--- config.mk ---
export PLATFORM = sky130hd
export DESIGN_NAME = id_issue_queue
export DESIGN_NICKNAME = d
export VERILOG_FILES = /design/src/rtl/id_issue_queue.sv
export SDC_FILE = /design/constraint.sdc
export NUM_CORES = 1
export LEC_CHECK = 0
export BUFFER_PORTS_ARGS = -buffer_cell sky130_fd_sc_hd__clkbuf_2
export CELL_PAD_IN_SITES_DETAIL_PLACEMENT = 1
export CELL_PAD_IN_SITES_GLOBAL_PLACEMENT = 2
export CORE_MARGIN = 2
export CORE_UTILIZATION = 39
export DETAILED_ROUTE_END_ITERATION = 10
export PLACE_DENSITY_LB_ADDON = 0.1
export REMOVE_ABC_BUFFERS = 1
export SYNTH_ARGS = -nofsm -noshare
export SYNTH_HDL_FRONTEND = slang
export SYNTH_SLANG_ARGS = --single-unit
--- constraint.sdc ---
create_clock -name clk_i -period 2.2 [get_ports clk_i]
set_input_delay 0.22 -clock clk_i [delete_from_list [all_inputs] [get_ports clk_i]]
set_output_delay 0.22 -clock clk_i [all_outputs]
set_load 0.02 [all_outputs]
--- src/rtl/id_issue_queue.sv ---
// In-order decode-to-issue buffer. Holds up to DEPTH decoded instructions and allows
// only one issued, unresolved control-flow instruction at a time.
module id_issue_queue #(
  parameter int unsigned DEPTH = 4,
  parameter type scoreboard_entry_t = logic [31:0]
) (
  input  logic                       clk_i,
  input  logic                       rst_ni,
  input  logic                       flush_i,
  input  scoreboard_entry_t          decoded_instr_i,
  input  logic                       decoded_instr_valid_i,
  input  logic                       is_ctrl_flow_i,
  output logic                       decoded_instr_ack_o,
  output scoreboard_entry_t          issue_instr_o,
  output logic                       issue_instr_valid_o,
  output logic                       is_ctrl_flow_o,
  input  logic                       issue_instr_ack_i,
  input  logic                       resolve_branch_i,
  output logic                       full_o,
  output logic [$clog2(DEPTH):0]     count_o
);

  localparam int unsigned PW = $clog2(DEPTH);
  localparam int unsigned CW = PW + 1;

  typedef enum logic [0:0] {BrIdle, BrPending} br_state_e;

  scoreboard_entry_t mem_entry_q [DEPTH];
  logic              mem_ctrl_q  [DEPTH];

  logic [PW-1:0] rd_ptr_q, rd_ptr_d;
  logic [PW-1:0] wr_ptr_q, wr_ptr_d;
  logic [CW-1:0] cnt_q, cnt_d;
  br_state_e     branch_pending_q, branch_pending_d;

  logic w_full;
  logic w_push;
  logic w_pop;
  logic w_head_ctrl;

  assign w_full      = (cnt_q == CW'(DEPTH));
  assign w_head_ctrl = mem_ctrl_q[rd_ptr_q];

  // Acceptance only looks at the registered occupancy; a same-cycle pop never makes room.
  assign w_push = decoded_instr_valid_i & ~w_full & ~flush_i;

  assign issue_instr_valid_o = (cnt_q != '0)
                             & ~(w_head_ctrl & (branch_pending_q == BrPending))
                             & ~flush_i;
  assign w_pop = issue_instr_valid_o & issue_instr_ack_i;

  assign decoded_instr_ack_o = w_push;
  assign issue_instr_o       = mem_entry_q[rd_ptr_q];
  assign is_ctrl_flow_o      = w_head_ctrl;
  assign full_o              = w_full;
  assign count_o             = cnt_q;

  always_comb begin
    rd_ptr_d         = rd_ptr_q;
    wr_ptr_d         = wr_ptr_q;
    cnt_d            = cnt_q;
    branch_pending_d = branch_pending_q;
    if (flush_i) begin
      rd_ptr_d         = '0;
      wr_ptr_d         = '0;
      cnt_d            = '0;
      branch_pending_d = BrIdle;
    end else begin
      if (w_push) wr_ptr_d = wr_ptr_q + PW'(1);
      if (w_pop)  rd_ptr_d = rd_ptr_q + PW'(1);
      cnt_d = cnt_q + CW'(w_push) - CW'(w_pop);
      // A newly issued branch wins over a coincident resolve.
      unique case (branch_pending_q)
        BrIdle: begin
          if (w_pop && w_head_ctrl) branch_pending_d = BrPending;
        end
        BrPending: begin
          if (w_pop && w_head_ctrl) branch_pending_d = BrPending;
          else if (resolve_branch_i) branch_pending_d = BrIdle;
        end
        default: branch_pending_d = BrIdle;
      endcase
    end
  end

  always_ff @(posedge clk_i or negedge rst_ni) begin
    if (!rst_ni) begin
      rd_ptr_q         <= '0;
      wr_ptr_q         <= '0;
      cnt_q            <= '0;
      branch_pending_q <= BrIdle;
    end else begin
      rd_ptr_q         <= rd_ptr_d;
      wr_ptr_q         <= wr_ptr_d;
      cnt_q            <= cnt_d;
      branch_pending_q <= branch_pending_d;
    end
  end

  always_ff @(posedge clk_i) begin
    if (w_push) begin
      mem_entry_q[wr_ptr_q] <= decoded_instr_i;
      mem_ctrl_q[wr_ptr_q]  <= is_ctrl_flow_i;
    end
  end

  assert property (@(posedge clk_i) disable iff (!rst_ni) !(w_pop && (cnt_q == '0)));
  assert property (@(posedge clk_i) disable iff (!rst_ni)
                   !(w_push && !w_pop && (cnt_q == CW'(DEPTH))));

endmodule

## After elaboration in Yosys (flattened, before gate mapping)

Memories as Yosys holds them, arrays and structs flattened.
Index checks and enable logic that the tools add are counted.

- Register bits after elaboration: 8
- Memory bits (writable): 132
- Input bits: 39
- Output and inout bits: 39
- Memories kept: 2

Memory list:

| memory | words | width | rd ports | clocked after Yosys merged registers in | wr ports | line | source |
|---|---|---|---|---|---|---|---|
| mem_entry_q | 4 | 32 | 1 | 0 | 1 | 28 | `scoreboard_entry_t mem_entry_q [DEPTH];` |
| mem_ctrl_q | 4 | 1 | 1 | 0 | 1 | 29 | `logic mem_ctrl_q [DEPTH];` |

- Add/subtract/negate cells: 4
- Eq/ne operators: 1
- Muxes and demuxes: 12
- Bitwise gates (word level): 10
- Reduce and logical (&&, ||, !) cells: 4

Operators by type and width:

| cell | number |
|---|---|
| $mux W2 | 4 |
| $and A1 B1 Y1 | 6 |
| $mux W1 | 6 |
| $add A2 B1 Y2 const B | 2 |
| $not A1 Y1 | 4 |
| $reduce_bool A2 Y1 | 2 |
| $add A3 B1 Y3 | 1 |
| $eq A3 B3 Y1 const B | 1 |
| $mux W3 | 1 |
| $reduce_bool A3 Y1 | 1 |
| $sub A3 B1 Y3 | 1 |
| $pmux W1 S2 | 1 |
| $logic_and A1 B1 Y1 | 1 |

## Longest topological paths before layout

An unclocked memory read counts as a cell.

- Word-level depth: 10
- Gate-level depth with buffers: 11
- Gate-level depth less buffers: 10

## Least setup slack after synthesis

Ideal clock, no wire load.

- Kind: register to register
- Start: register cnt_q[2] (netlist: count_o[2])
- End: memory mem_ctrl_q[0], enable pin
- Data arrival time: 2353 ps
- Path slack: -546 ps
- Stages on the path, launching flop included: 4
- Period minus slack after synthesis: 2746 ps
- Path through: dfrtp_1 -> nor3b_2 -> nor3_1 -> and2_1

- Longest elaborated chain between the ends: 6

RTL lines:

| what | line | source |
|---|---|---|
| start, declared | 33 | `logic [CW-1:0] cnt_q, cnt_d;` |
| start signal, assigned | 95 | `cnt_q <= cnt_d;` |
| $eq A3 B3 Y1 | 41 | `assign w_full = (cnt_q == CW'(DEPTH));` |
| net full_o | 19 | `output logic full_o,` |
| $not A1 Y1 | 45 | `assign w_push = decoded_instr_valid_i & ~w_full & ~flush_i;` |
| $and A1 B1 Y1 (2 in a row) | 45 |  |
| net decoded_instr_ack_o | 13 | `output logic decoded_instr_ack_o,` |
| $mux W1 | 101 | `if (w_push) begin` |
| $mux W1 (not written as such) | 103 | `mem_ctrl_q[wr_ptr_q] <= is_ctrl_flow_i;` |
| end, declared | 29 |  |

The timed path passes the listed nets, and every way through them passes these cells.

## Worst setup path after layout

- Start: register rd_ptr_q[0]
- End: register cnt_q[1] (netlist: count_o[1])

- Longest elaborated chain between the ends: 8

RTL lines:

| what | line | source |
|---|---|---|
| start, declared | 31 | `logic [PW-1:0] rd_ptr_q, rd_ptr_d;` |
| start signal, assigned | 93 | `rd_ptr_q <= rd_ptr_d;` |
| $mem_v2 Z4 W1 | n/a |  |
| $and A1 B1 Y1 | 48 | `& ~(w_head_ctrl & (branch_pending_q == BrPending))` |
| $not A1 Y1 | 48 |  |
| $and A1 B1 Y1 | 48 |  |
| $and A1 B1 Y1 | 49 | `& ~flush_i;` |
| $and A1 B1 Y1 | 50 | `assign w_pop = issue_instr_valid_o & issue_instr_ack_i;` |
| $sub A3 B1 Y3 | 71 | `cnt_d = cnt_q + CW'(w_push) - CW'(w_pop);` |
| $mux W3 | 63 | `if (flush_i) begin` |
| net cnt_d[1] | 33 |  |

The timed path passes the listed nets, and every way through them passes these cells.
A chain may end at the register's enable or synchronous reset.

==> out/qor.csv <==
metric;value;unit
fin_crit;2330;ps
detail_route.first_pass.iterations;4;
drc;0;
synthTopCellsByCount;edfxtp_1, mux4_2, dfrtp_1;
clock-sinks;140;
grt_pass1_vias;2743;
synth.avg_cell_area;23.1;µm²
clk_latency;410;ps
synthTopCellsByArea;edfxtp_1, mux4_2, dfrtp_1;
crit_slowest_cell;mux4_2;
dpl.hpwl;5.98;mm
status;finished, violations left;
r2r-end;count_o[1];
critical_path.max_fanout;2;
critPathKind;register to register;
hold_class;input port to register;
synth_edf_count;132;
row_count;42;
cap_viol_max_count;0;
ir_worst_vdd;0.478;mV
die_area;0.0146;mm²
postSynthCellCount;230;
critical-path-max-stage-delay;540;ps
io_buffers;77;
placed_cell_area;0.00604;mm²
maxSlewViolCount;0;
finalHoldViolations;0;
critPathLaunchType;register;
failed_checks;setup timing;
ios;78;
die_h;121;µm
grt_max_degree;37;
path_common_cell;inv_2;
area_growth;26.8;%
timing.critical_path.buf_inv;2;
min_from;decoded_instr_i[16];
crit_cells;9;
gr-total-overflow;0;
synth.largest_area_cell;edfxtp_1;
cp-end-kind;register;
relSlewSlack;0.633;
ys_seq_area_frac;0.783;
cts_buffer_depth;2;
synth.most_common_cell;edfxtp_1;
post-route-util;0.507;
yosys.area.top_type_share;0.745;
yosys_most_used_dff;edfxtp_1;
design_area;0.00675;mm²
r2r_cells;9;
skew;6.60;ps
groute.usage.overall;0.151;
grt_pass1_wl;15.8;mm
core-area;0.0133;mm²
cp_top_family;adder cells;
tightest_slew;551;ps
path_cells;mux4_2 > and2_4 > nor3_4 > ha_1 > inv_2 > ha_4 > inv_2 > fa_2 > nor2_1;
power_per_cell_area;1130;mW/mm²
cts_tree;built;
reg2reg_from;rd_ptr_q[0];
critical_path_required;2490;ps
ctsHtreeMaxLevel;4;
die_w;121;µm
critical_path.startpoint;rd_ptr_q[0];
antenna_cells;0;
cts_buffers;17;
start_util;0.400;
fin_nets;384;
seq_area;0.00417;mm²
rsz0062_at_grt;yes;
drtIter0Drc;90;
finalCritPeriodShare;1.06;
fill_cells;1217;
r2r_slack;-130;ps
setup_viol;2;
ys_ff_latch;140;
hold_depth;1;
gp_congestion;0.663;
setup_ws;-135;ps
async_reset_ff_frac;0.0571;
leakage;2.38;nW
dp.cells;490;
drive_gt1_frac;0.487;
via_per_inst;4.90;
vias;2584;
cts_root_buf;clkbuf_16;
wire_per_inst;19.2;µm
totalWireLength;10.1;mm
critical_path_arrival;2630;ps
syn_area;0.00532;mm²
ant_nets;0;
yosys_warnings;0;
final_cells;527;
multi_input_area;0.00112;mm²
antenna_found_initial;0;
clock.fmax;428;MHz
path_clk_slew;50;ps
hold_path_end;mem_entry_q[1][16];
ys_types;30;
==> placed cells by master, fill, tap and decap left out, types with 2 or more instances in the layout <==
cell       count
nor3_1         2
o21ai_0        2
mux2_1         2
clkinv_2       3
dfrtp_1        6
buf_12         3
mux4_2        33
dfrtp_2        2
buf_4         15
and2_2         4
clkbuf_1       5
edfxtp_1     132
clkinv_1       3
a21oi_1        4
bufinv_16      4
clkbuf_2      76
inv_1          5
nor2_1         3
ha_1           5
nor2b_1        2
inv_2          2
clkbuf_16     18
==> where the power goes <==
| part | internal [mW] | switching (mW) |
|---|---|---|
| clock network | 1.88 | 0.977 |
| logic | 0.757 | 0.898 |
| registers | 3.08 | 0.0604 |
| total | 5.71 | 1.94 |
==> per-stage QoR <==
step	setup TNS, ps	worst slack [ps]	power (mW)	hold WS (ps)
floorplan	-83380	-1460	4.18	-75.6
global placement	-366	-218	4.71	93.2
detailed placement	-443	-255	4.72	97.1
CTS	-2600	-151	7.62	0.330
global route	-443	-221	7.98	17.1
finish	-244	-135	7.65	26.0
==> what timing repair did <==
action / CTS / global route
endpoints found under the hold margin: 8 / 0
setup endpoints to repair: 34 / 35
gates resized for setup: 4 / 11
gates cloned: 0 / 1
buffers inserted: 1 / 2
hold buffers: 1 / 0
pin swaps: 3 / 0
==> sequential cells by signal (all words and copies together) (netlist names) <==
register          cells
branch_pending_q      1
count_o               3
mem_ctrl_q            4
mem_entry_q         128
rd_ptr_q              2
wr_ptr_q              2
==> worst reg2reg max path, stage by stage (launching register included) <==
cell and delay (ps):
dfrtp_2 380, mux4_2 540, and2_4 170, nor3_4 110, ha_1 250, inv_2 70, ha_4 120, inv_2 30
fa_2 500, nor2_1 40
==> logic make-up (layout without fill, tap and decap cells) <==
kind of cell,Yosys count,count (layout),share of synthesized area
AOI/OAI and AO/OA,10,10,0.0129
xor gates and xnor gates,2,2,0.00329
adders and majority gates,7,7,0.0179
buffers and inverters,16,137,0.0139
DFF,140,140,0.783
muxes,36,36,0.146
and+or+nand+nor,19,19,0.0228
==> layout make-up <==
type | instances | area share
clock inverter | 10 | 0.0217
clock buffer | 22 | 0.0659
sequential | 140 | 0.618
timing repair buffer | 98 | 0.0920
inverter | 7 | 0.00390
tap | 176 | 0.0326
multi-input combinational | 74 | 0.166
==> routing by layer <==
metal | up-vias | track usage | wire (µm) | share of wire
met1 | 1338 | 0.194 | 4430 | 0.44
met2 | 59 | 0.238 | 5130 | 0.51
li1 | 1172 | - | - | -
met5 | - | 0 | 0 | 0
met3 | 15 | 0.0476 | 427 | 0.042
met4 | 0 | 0.0654 | 150 | 0.015
==> how the worst max path moves through the flow <==
stage	to	slack [ps]
6_report	count_o[1]	-130
5_1_grt	count_o[1]	-220
4_1_cts	count_o[1]	-150
3_5_place_dp	count_o[2]	-260
3_3_place_gp	count_o[2]	-220
2_1_floorplan	count_o[2]	-1460
(Power assumes the default switching activity.)
